**config.mk**
```make
export PLATFORM = sky130hd
export DESIGN_NAME = pipe_temp_scanner_flat
export DESIGN_NICKNAME = d
export VERILOG_FILES = /design/src/rtl/pipe_temp_scanner_pkg.sv /design/src/rtl/pipe_temp_scanner_if.sv /design/src/rtl/pipe_temp_chan_eval.sv /design/src/rtl/pipe_temp_scanner.sv /design/src/flat_wrapper.sv
export SDC_FILE = /design/constraint.sdc
export NUM_CORES = 1
export LEC_CHECK = 0
export ABC_AREA = 1
export ABC_CLOCK_PERIOD_IN_PS = 8100
export CORE_MARGIN = 2
export CORE_UTILIZATION = 35
export DETAILED_ROUTE_END_ITERATION = 12
export HOLD_SLACK_MARGIN = 0.05
export PLACE_DENSITY = 0.61
export REMOVE_ABC_BUFFERS = 1
export SLEW_MARGIN = 20
export SYNTH_ARGS = -nofsm -noshare
export SYNTH_HDL_FRONTEND = slang
export SYNTH_SLANG_ARGS = --single-unit
```
**constraint.sdc**
```tcl
create_clock -name clk -period 8.1 [get_ports clk]
set_input_delay 1.62 -clock clk [delete_from_list [all_inputs] [get_ports clk]]
set_output_delay 1.62 -clock clk [all_outputs]
set_load 0.1 [all_outputs]
```
**src/rtl/pipe_temp_scanner_pkg.sv**
```systemverilog
// Shared definitions for the multi-channel temperature scanner.
//   state_t      : frame FSM encoding
//   SYNC_BYTE_DEF: default frame header byte
//   FLG_*        : bit positions inside the FLG byte
//   UART_*       : link constants shared with the uArtTx side
package pipe_temp_pkg;

  typedef enum logic [2:0] {
    IDLE  = 3'd0,
    HDR   = 3'd1,
    CHN   = 3'd2,
    TMP_H = 3'd3,
    TMP_L = 3'd4,
    FLG   = 3'd5,
    CSUM  = 3'd6
  } state_t;

  localparam logic [7:0] SYNC_BYTE_DEF = 8'hA5;

  localparam int FLG_ALARM = 0;
  localparam int FLG_SHDN  = 1;
  localparam int FLG_OVR   = 2;

  localparam int UART_BAUD_DIV  = 868;
  localparam bit UART_PARITY_EN = 1'b0;

  function automatic logic [7:0] flg_pack(input logic alm, input logic sd, input logic ovr);
    logic [7:0] f;
    f            = 8'h00;
    f[FLG_ALARM] = alm;
    f[FLG_SHDN]  = sd;
    f[FLG_OVR]   = ovr;
    return f;
  endfunction

endpackage

```
**src/rtl/pipe_temp_scanner_if.sv**
```systemverilog
// Byte stream from the scanner to the UART transmitter.
//   tx_data  : byte presented to the UART
//   tx_valid : tx_data is valid
//   tx_ready : UART accepts the byte this cycle
interface pipe_temp_scanner_if;
  logic [7:0] tx_data;
  logic       tx_valid;
  logic       tx_ready;

  modport master (output tx_data, output tx_valid, input  tx_ready);
  modport slave  (input  tx_data, input  tx_valid, output tx_ready);
endinterface

```
**src/rtl/pipe_temp_chan_eval.sv**
```systemverilog
// Per-channel evaluation.
//   sample          : live ADC reading (used at capture)
//   snap            : frozen snapshot reading (used for shutdown release)
//   alarm_q         : current alarm state of this channel
//   alarm_nxt       : alarm state to load if a capture happens now
//   sd_hit          : live sample at/above shutdown level
//   snap_sd_hit     : snapshot sample at/above shutdown level
module pipe_temp_chan_eval #(
  parameter int DATA_W = 8
) (
  input  logic [DATA_W-1:0] sample,
  input  logic [DATA_W-1:0] snap,
  input  logic [DATA_W-1:0] alarm_thresh,
  input  logic [DATA_W-1:0] alarm_hyst,
  input  logic [DATA_W-1:0] shutdown_thresh,
  input  logic              alarm_q,
  output logic              alarm_nxt,
  output logic              sd_hit,
  output logic              snap_sd_hit
);

  // Release level saturates at 0 so a large margin never wraps around.
  logic [DATA_W-1:0] rel;
  assign rel = (alarm_thresh > alarm_hyst) ? (alarm_thresh - alarm_hyst) : '0;

  always_comb begin
    alarm_nxt = alarm_q;
    if (sample >= alarm_thresh)
      alarm_nxt = 1'b1;
    else if (sample < rel)
      alarm_nxt = 1'b0;
  end

  assign sd_hit      = (sample >= shutdown_thresh);
  assign snap_sd_hit = (snap >= shutdown_thresh);

endmodule

```
**src/rtl/pipe_temp_scanner.sv**
```systemverilog
// Multi-channel temperature scanner.
// Snapshots NUM_CH ADC readings on sample_tick, updates per-channel alarms
// (with hysteresis) and a latched shutdown, then streams one checksummed
// frame per channel: HDR, CHN, [TMP_H], TMP_L, FLG, CSUM.
//   clk, reset      : clock, synchronous active-high reset
//   sample_tick     : scan request
//   adc             : flattened samples, channel i at [i*DATA_W +: DATA_W]
//   alarm_thresh/alarm_hyst/shutdown_thresh : unsigned levels
//   shutdown_clr    : request to release the shutdown latch
//   tx              : byte valid/ready stream to uArtTx
//   alarm, shutdown, busy, overrun : status
module pipe_temp_scanner
  import pipe_temp_pkg::*;
#(
  parameter int         NUM_CH    = 4,
  parameter int         DATA_W    = 8,
  parameter logic [7:0] SYNC_BYTE = SYNC_BYTE_DEF
) (
  input  logic                     clk,
  input  logic                     reset,
  input  logic                     sample_tick,
  input  logic [NUM_CH*DATA_W-1:0] adc,
  input  logic [DATA_W-1:0]        alarm_thresh,
  input  logic [DATA_W-1:0]        alarm_hyst,
  input  logic [DATA_W-1:0]        shutdown_thresh,
  input  logic                     shutdown_clr,
  pipe_temp_scanner_if.master      tx,
  output logic [NUM_CH-1:0]        alarm,
  output logic                     shutdown,
  output logic                     busy,
  output logic                     overrun
);

  localparam int CH_W = (NUM_CH > 1) ? $clog2(NUM_CH) : 1;

  state_t                          state_q, state_d;
  logic [CH_W-1:0]                 ch_q;
  logic [NUM_CH-1:0][DATA_W-1:0]   adc_ch, snap_q;
  logic [NUM_CH-1:0]               alarm_q, alarm_nxt, sd_hit, snap_sd_hit;
  logic                            shutdown_q, overrun_q;
  logic [7:0]                      csum_q, flg_q, tx_byte;
  logic                            valid, xfer, capture, miss, last_ch;
  logic [DATA_W-1:0]               cur_s;
  logic                            cur_a;
  logic [15:0]                     cur16;

  assign adc_ch = adc;

  for (genvar i = 0; i < NUM_CH; i++) begin : g_ch
    pipe_temp_chan_eval #(.DATA_W(DATA_W)) u_eval (
      .sample          (adc_ch[i]),
      .snap            (snap_q[i]),
      .alarm_thresh    (alarm_thresh),
      .alarm_hyst      (alarm_hyst),
      .shutdown_thresh (shutdown_thresh),
      .alarm_q         (alarm_q[i]),
      .alarm_nxt       (alarm_nxt[i]),
      .sd_hit          (sd_hit[i]),
      .snap_sd_hit     (snap_sd_hit[i])
    );
  end

  assign valid   = (state_q != IDLE);
  assign xfer    = valid && tx.tx_ready;
  assign capture = (state_q == IDLE) && sample_tick;
  assign miss    = valid && sample_tick;
  assign last_ch = (ch_q == CH_W'(NUM_CH - 1));

  // Select the snapshot/alarm of the channel being framed.
  always_comb begin
    cur_s = '0;
    cur_a = 1'b0;
    for (int i = 0; i < NUM_CH; i++) begin
      if (ch_q == CH_W'(i)) begin
        cur_s = snap_q[i];
        cur_a = alarm_q[i];
      end
    end
  end

  // Zero-extend to 16 bits so TMP_H/TMP_L are plain slices for any DATA_W.
  assign cur16 = 16'(cur_s);

  always_comb begin
    state_d = state_q;
    tx_byte = 8'h00;
    unique case (state_q)
      IDLE:  if (sample_tick) state_d = HDR;
      HDR:   begin
        tx_byte = SYNC_BYTE;
        if (xfer) state_d = CHN;
      end
      CHN:   begin
        tx_byte = 8'(ch_q);
        if (xfer) state_d = (DATA_W > 8) ? TMP_H : TMP_L;
      end
      TMP_H: begin
        tx_byte = cur16[15:8];
        if (xfer) state_d = TMP_L;
      end
      TMP_L: begin
        tx_byte = cur16[7:0];
        if (xfer) state_d = FLG;
      end
      FLG:   begin
        tx_byte = flg_q;
        if (xfer) state_d = CSUM;
      end
      CSUM:  begin
        tx_byte = csum_q;
        if (xfer) state_d = last_ch ? IDLE : HDR;
      end
      default: state_d = IDLE;
    endcase
  end

  always_ff @(posedge clk) begin
    if (reset) begin
      state_q    <= IDLE;
      ch_q       <= '0;
      snap_q     <= '0;
      alarm_q    <= '0;
      shutdown_q <= 1'b0;
      overrun_q  <= 1'b0;
      csum_q     <= 8'h00;
      flg_q      <= 8'h00;
    end else begin
      state_q <= state_d;

      if (capture) begin
        snap_q  <= adc_ch;
        alarm_q <= alarm_nxt;
        ch_q    <= '0;
      end else if (xfer && state_q == CSUM && !last_ch) begin
        ch_q <= ch_q + CH_W'(1);
      end

      // Set (new capture over limit) has priority over release.
      if (capture && |sd_hit)
        shutdown_q <= 1'b1;
      else if (shutdown_clr && !(|snap_sd_hit))
        shutdown_q <= 1'b0;

      if (miss)
        overrun_q <= 1'b1;
      else if (xfer && state_q == FLG && last_ch)
        overrun_q <= 1'b0;

      // Running XOR of the frame; restarts after each checksum byte.
      if (xfer)
        csum_q <= (state_q == CSUM) ? 8'h00 : (csum_q ^ tx_byte);

      // Flags are frozen when FLG is entered so the byte cannot change
      // while the UART is stalling.
      if (xfer && state_q == TMP_L)
        flg_q <= flg_pack(cur_a, shutdown_q, overrun_q);
    end
  end

  assign tx.tx_data  = tx_byte;
  assign tx.tx_valid = valid;
  assign alarm       = alarm_q;
  assign shutdown    = shutdown_q;
  assign busy        = valid;
  assign overrun     = overrun_q;

endmodule

```
**src/flat_wrapper.sv**
```systemverilog
// flat-port wrapper written by rule: the top's interface ports become plain ports
module pipe_temp_scanner_flat import pipe_temp_pkg::*;
#(
  parameter int         NUM_CH    = 4,
  parameter int         DATA_W    = 8,
  parameter logic [7:0] SYNC_BYTE = SYNC_BYTE_DEF
)
  (clk, reset, sample_tick, adc, alarm_thresh, alarm_hyst, shutdown_thresh, shutdown_clr, alarm, shutdown, busy, overrun, tx_tx_data, tx_tx_valid, tx_tx_ready);
  pipe_temp_scanner_if tx_i ();
  input  logic clk;
  input  logic reset;
  input  logic sample_tick;
  input  logic [NUM_CH*DATA_W-1:0] adc;
  input  logic [DATA_W-1:0] alarm_thresh;
  input  logic [DATA_W-1:0] alarm_hyst;
  input  logic [DATA_W-1:0] shutdown_thresh;
  input  logic shutdown_clr;
  output logic [NUM_CH-1:0] alarm;
  output logic shutdown;
  output logic busy;
  output logic overrun;
  output wire logic [$bits(tx_i.tx_data)-1:0] tx_tx_data;
  output wire logic [$bits(tx_i.tx_valid)-1:0] tx_tx_valid;
  input wire logic [$bits(tx_i.tx_ready)-1:0] tx_tx_ready;
  assign tx_tx_data = tx_i.tx_data;
  assign tx_tx_valid = tx_i.tx_valid;
  assign tx_i.tx_ready = tx_tx_ready;
  pipe_temp_scanner #(.NUM_CH(NUM_CH), .DATA_W(DATA_W), .SYNC_BYTE(SYNC_BYTE)) u_core (.clk(clk), .reset(reset), .sample_tick(sample_tick), .adc(adc), .alarm_thresh(alarm_thresh), .alarm_hyst(alarm_hyst), .shutdown_thresh(shutdown_thresh), .shutdown_clr(shutdown_clr), .tx(tx_i), .alarm(alarm), .shutdown(shutdown), .busy(busy), .overrun(overrun));
endmodule
```
# After elaboration in Yosys (flattened, before gate mapping)
# Cells that the tools add are included.
[totals]
elab_cells = 110
regBits = 54
inputBits = 61
[op_classes]
eq_ne = 15
reduce_logical = 30
add_sub_neg = 2
mux = 31
n_bitwise = 1
n_lt_le_gt_ge = 17
[op_table]
columns = ["cell", "n"]
rows = [
  ["8-bit greater-or-equal comparator", 12],
  ["8-bit two-way mux", 6],
  ["8-bit case mux with 5 select lines", 1],
  ["8-bit less-than comparator", 4],
  ["3-bit two-way mux", 6],
  ["3-bit case mux with 6 select lines", 1],
  ["1-bit two-way mux", 17],
  ["2-bit nonzero test", 6],
  ["1-bit logical AND", 10],
  ["2-bit by 1-bit inequality test with 1-bit output (second input constant)", 5],
  ["3-bit equality test (second input constant)", 3],
  ["8-bit > comparator", 1],
  ["2-bit AND reduction", 4],
  ["4-bit OR reduction", 2],
  ["8-bit subtractor", 1],
  ["8-bit XOR", 1],
  ["3-bit by 2-bit equality test with 1-bit output (second input constant)", 2],
  ["6-bit AND reduction", 1],
  ["2-bit equality test (second input constant)", 2],
  ["2-bit OR reduction", 2],
  ["3-bit by 1-bit equality test with 1-bit output (second input constant)", 1],
  ["3-bit logical NOT", 1],
  ["3-bit nonzero test", 1],
  ["2-bit by 1-bit adder with 2-bit output (second input constant)", 1],
  ["other kinds (4)", 5],
]

# Longest topological paths before layout
[depth]
word_depth = 8
depth_mapped = 20
mapped_depth_nobuf = 20

# By module
# From an unflattened synthesis, not the netlist that was laid out.
[unflattened]
hier_cells = 1130
hier_area_um2 = 7309.5
[by_module_without_submodules]
columns = ["mod", "cells_each", "area_each_um2", "instances"]
rows = [
  ["pipe_temp_chan_eval (u_core.g_ch[1].u_eval ...)", 185, 1163.6, 3],
  ["pipe_temp_scanner", 392, 2661.3, 1],
  ["pipe_temp_chan_eval (u_core.g_ch[0].u_eval)", 183, 1157.4, 1],
]

# Worst setup path after synthesis
# OpenSTA, ideal clock, no wires.
[synth_timing]
path_type = "flip-flop to output port"
start = "register u_core.ch_q[1]"
end = "output port tx_tx_data[3]"
path_stages_with_launch = 10
arrival_time_ns = 2.677
slack_ns = 3.803
n_path_buf = 0
required_time_ns = 6.480
path_cell_list = "dfxtp_1 > inv_1 > ha_1 > inv_2 > nand2_4 > inv_4 > a22oi_1 > o21ai_1 > o21ai_0 > o22ai_1"
[synth_between]
elab_chain_len = 6
elab_cells_between_ends = 9
classes_between = "3 x eq/ne; 5 x mux; 1 x reduce/logical"
[synth_rtl]
columns = ["element", "line", "text"]
rows = [
  ["start: declaration", "pipe_temp_scanner.sv:37", "logic [CH_W-1:0] ch_q;"],
  ["start signal: assignment", "pipe_temp_scanner.sv:135", "ch_q <= ch_q + CH_W'(1);"],
  ["2-bit logical NOT", "pipe_temp_scanner.sv:74", "if (ch_q == CH_W'(i)) begin"],
  ["8-bit two-way mux (3 in series)", "pipe_temp_scanner.sv:74", ""],
  ["8-bit two-way mux *", "pipe_temp_scanner.sv:74", ""],
  ["8-bit case mux with 5 select lines *", "pipe_temp_scanner.sv:87", "unique case (state_q)"],
  ["end: declaration", "flat_wrapper.sv:22", "output wire logic [$bits(tx_i.tx_data)-1:0] tx_tx_data;"],
]
# Every way passes the cells marked *; elsewhere a longest branch is shown, timed or not.

# Worst setup path in the final report
[layout_timing]
start = "input port alarm_thresh[0]"
end = "register u_core.alarm_q[0] (netlist: u_core.alarm[0])"
[layout_between]
elab_chain_len = 5
elab_cells_between_ends = 8
classes_between = "1 x add/sub; 3 x order compare; 2 x mux; 2 x reduce/logical"
[layout_rtl]
columns = ["element", "line", "text"]
rows = [
  ["start: declaration", "flat_wrapper.sv:14", "input logic [DATA_W-1:0] alarm_thresh;"],
  ["8-bit subtractor or 8-bit > comparator (tied branches)", "pipe_temp_chan_eval.sv:24", "assign rel = (alarm_thresh > alarm_hyst) ? (alarm_thresh - alarm_hyst) : '0;"],
  ["8-bit two-way mux", "pipe_temp_chan_eval.sv:24", ""],
  ["8-bit less-than comparator", "pipe_temp_chan_eval.sv:30", "else if (sample < rel)"],
  ["2-bit nonzero test (no source line)", "n/a", ""],
  ["2-bit AND reduction (no source line)", "n/a", ""],
  ["end signal: assignment", "pipe_temp_scanner.sv:132", "alarm_q <= alarm_nxt;"],
  ["end: declaration", "pipe_temp_scanner.sv:39", "logic [NUM_CH-1:0] alarm_q, alarm_nxt, sd_hit, snap_sd_hit;"],
]
# Parallel ways exist; a longest one is shown, timed or not.
# A chain may end at the register's enable or synchronous reset.

==> flow_summary_export.csv <==
group,metric,value,unit
floorplan,fp.dieArea,17300,µm²
worst_setup_path,crit_buf_inv,3,
clock_network,clock_path_buffers,2,
synthesis,synth-seq-area-share,18.9,%
hold_path,min_path_type,"flip-flop to flip-flop",
routing,vias_per_cell,5.14,
layout,drive_above_1_share,4.39,%
layout,final_cell_mix,"191 x nand2_1, 136 x ha_1, 114 x a21oi_1, 96 x inv_1, 76 x clkdlybuf4s50_1",
grt,overflow,0,
timing,timing.final.crit_share,60.2,%
routing,drtIter0Drc,256,
timing,setup_violations,0,
grt,grt_pass1_vias,5464,
timing,worstMarginPinSlew,0.967,ns
clock_network,cts_tree,"built",
routing,drc,0,
synthesis,ys.flop_type,"dfxtp_1",
placed_design,hpwl,13700,µm
clock_network,clockRootBuffer,"clkbuf_16",
clock_network,post_cts_resized,0,
clock_network,insertion_delay,0.30,ns
synthesis,synth_edf_count,0,
floorplan,die_h,132,µm
routing,drt-pass1-iter-count,5,
clock_network,cts_post_setup_buffers_inserted,0,
floorplan,start_util,35.9,%
synthesis,synthCells,802,
timing,fin_setup_tns,0,ns
placed_design,place_inst,1074,
clock_network,htreeDepth,2,
grt,grt_antenna_before_repair,0,
clock_network,clkSlewWorstSetupHoldPaths,0.08,ns
placed_design,gp_congestion,0.885,
placed_design,numPortBuffers,76,
grt,grt_pass1_wl,27700,µm
worst_setup_path,crit_path_max_fanout,7,
layout,diodes,0,
timing,skew,0.0121,ns
worst_setup_path,end_kind,"flip-flop",
layout,area_delta_synth_final,19.2,%
layout,final_area,6800,µm²
routing,ant_nets,0,
timing,fin_ws,3.23,ns
clock_network,cts_buffers,5,
worst_setup_path,r2r_start,"u_core.state_q[1]",
layout,fin_cells,1082,
routing,vias,5565,
worst_setup_path,slowest_stage,"clkdlybuf4s50_1",
timing,whs,0.463,ns
floorplan,rows,46,
worst_setup_path,arrival,5.05,ns
synthesis,synth-seq-cells,54,
grt,grt.total_usage,19.7,%
clock_network,clkSinkCount,54,
floorplan,core_area,15900,µm²
timing,slew_viol_final,0,
synthesis,synth_area,5710,µm²
synthesis,synth.yosys.warnings,0,
timing,slew_headroom,35.3,%
worst_setup_path,crit_family,"compound AO/OA/AOI/OAI gates",
timing,hold_viol,0,
worst_setup_path,crit_type,"input port to flip-flop",
floorplan,io_pins,77,
placed_design,place_area,6630,µm²
status,outcome,"finished, final reports clean",
hold_path,hold_start,"u_core.csum_q[4]",
worst_setup_path,slowest_delay,0.57,ns
floorplan,die_w,132,µm
timing,finalCriticalPeriod,4.87,ns
run,maxCapViolCount,0,
power,powerDensity,207,nW/µm²
timing,rsz0062_at_grt,"false",
worst_setup_path,startpoint,"alarm_thresh[0]",
layout,nets,1063,
routing,avgRoutedWirePerCell,15.7,µm
synthesis,async_reset_ff_share,0,%
worst_setup_path,cp_common_cell,"nand2_1",
worst_setup_path,startpoint_type,"input port",
routing,drt-total-wl,17000,µm
layout,final_common_cell,"nand2_1",
worst_setup_path,cp.required,8.27,ns
worst_setup_path,worstPathCellList,"clkdlybuf4s50_1 > inv_1 > ha_1 > fa_1 > inv_1 > nand2_1 > nand2_1 > nand3_1 > a21boi_1 > a21boi_0 > o21ai_0 > ha_1 > nand2_1 > nor2_1 > a2111oi_0 > nand2_1 > nand2_1 > a21oi_1",
power,leakage,3.13,nW
placed_design,preCtsSetupSlack,2.89,ns
grt,grt_max_degree,50,
synthesis,syn_avg_cell_area,7.12,µm²
synthesis,synth_cell_type_count,43,
timing,fmax,0.205,GHz
power,ir_drop,0.000320,V
clock_network,ctsHoldBuffers,0,
[worst min-delay path, stage by stage, from the launching register on]
cell     delay [ns]
dfxtp_1        0.31
nand2_1        0.06
a21oi_1        0.05
[metrics by stage]
step | utilization [%] | total power [mW]
3_5_place_dp | 41.7 | 1.15
5_1_grt | 42.8 | 1.51
4_1_cts | 42.8 | 1.41
2_1_floorplan | - | 0.923
3_3_place_gp | 41.7 | 1.14
6_report | 42.8 | 1.41
[final timing paths]
path | endpoint | cells past startpoint | slack [ns]
worst max-delay path | u_core.alarm[0] | 18 | 3.23
worst min-delay path | u_core.csum_q[4] | 2 | 0.46
worst max register to register | u_core.alarm[1] | 8 | 5.35
worst min register to register | u_core.csum_q[4] | 2 | 0.46
[synth_stat cells (7+ instances only)]
cell       instances  area, µm²
a21oi_1          114        571
buf_2              8       40.0
buf_4              7       52.6
dfxtp_1           54       1080
ha_1             136       1700
inv_1             96        360
nand2_1          191        717
nand3_1           17       85.1
nand4_1           16        100
nor2_1            38        143
o2111ai_1         11       96.3
o21ai_0           34        170
o21ai_1            8       40.0
[area by class of cell]
class                      instances  area, µm²
clock buffer                       6        139
clock inverter                     2       38.8
fill                            1750       9080
inverter                         105        397
multi-input combinational        621       4100
sequential                        54       1080
tap                              216        270
timing repair buffer              78        776
[where the power goes]
| part | internal [mW] | switching [mW] |
|---|---|---|
| Combinational | 0.242 | 0.528 |
| Sequential | 0.322 | 0.0549 |
| Clock | 0.156 | 0.105 |
| Total | 0.720 | 0.688 |
[cells by family after synthesis]
group / after synthesis / share of synthesized area (%)
DFF: 54 / 18.9
and+or+nand+nor: 281 / 21.1
adders and majority gates: 137 / 30.2
AOI/OAI and AO/OA: 203 / 20.6
buffers and inverters: 127 / 9.16
[routing by layer]
layer	track usage, %	up-vias	wire length, µm
met5	0	-	0
met1	24.7	2513	7740
met4	7.31	0	556
li1	-	2883	-
met3	2.24	31	750
met2	34.7	138	7930
[sequential cells by signal, indices dropped and copies added (netlist names)]
name / flops
u_core.snap_q: 32
u_core.flg_q: 3
u_core.shutdown: 1
u_core.ch_q: 2
u_core.alarm: 4
u_core.overrun: 1
u_core.state_q: 3
u_core.csum_q: 8
(Power assumes the default switching activity.)
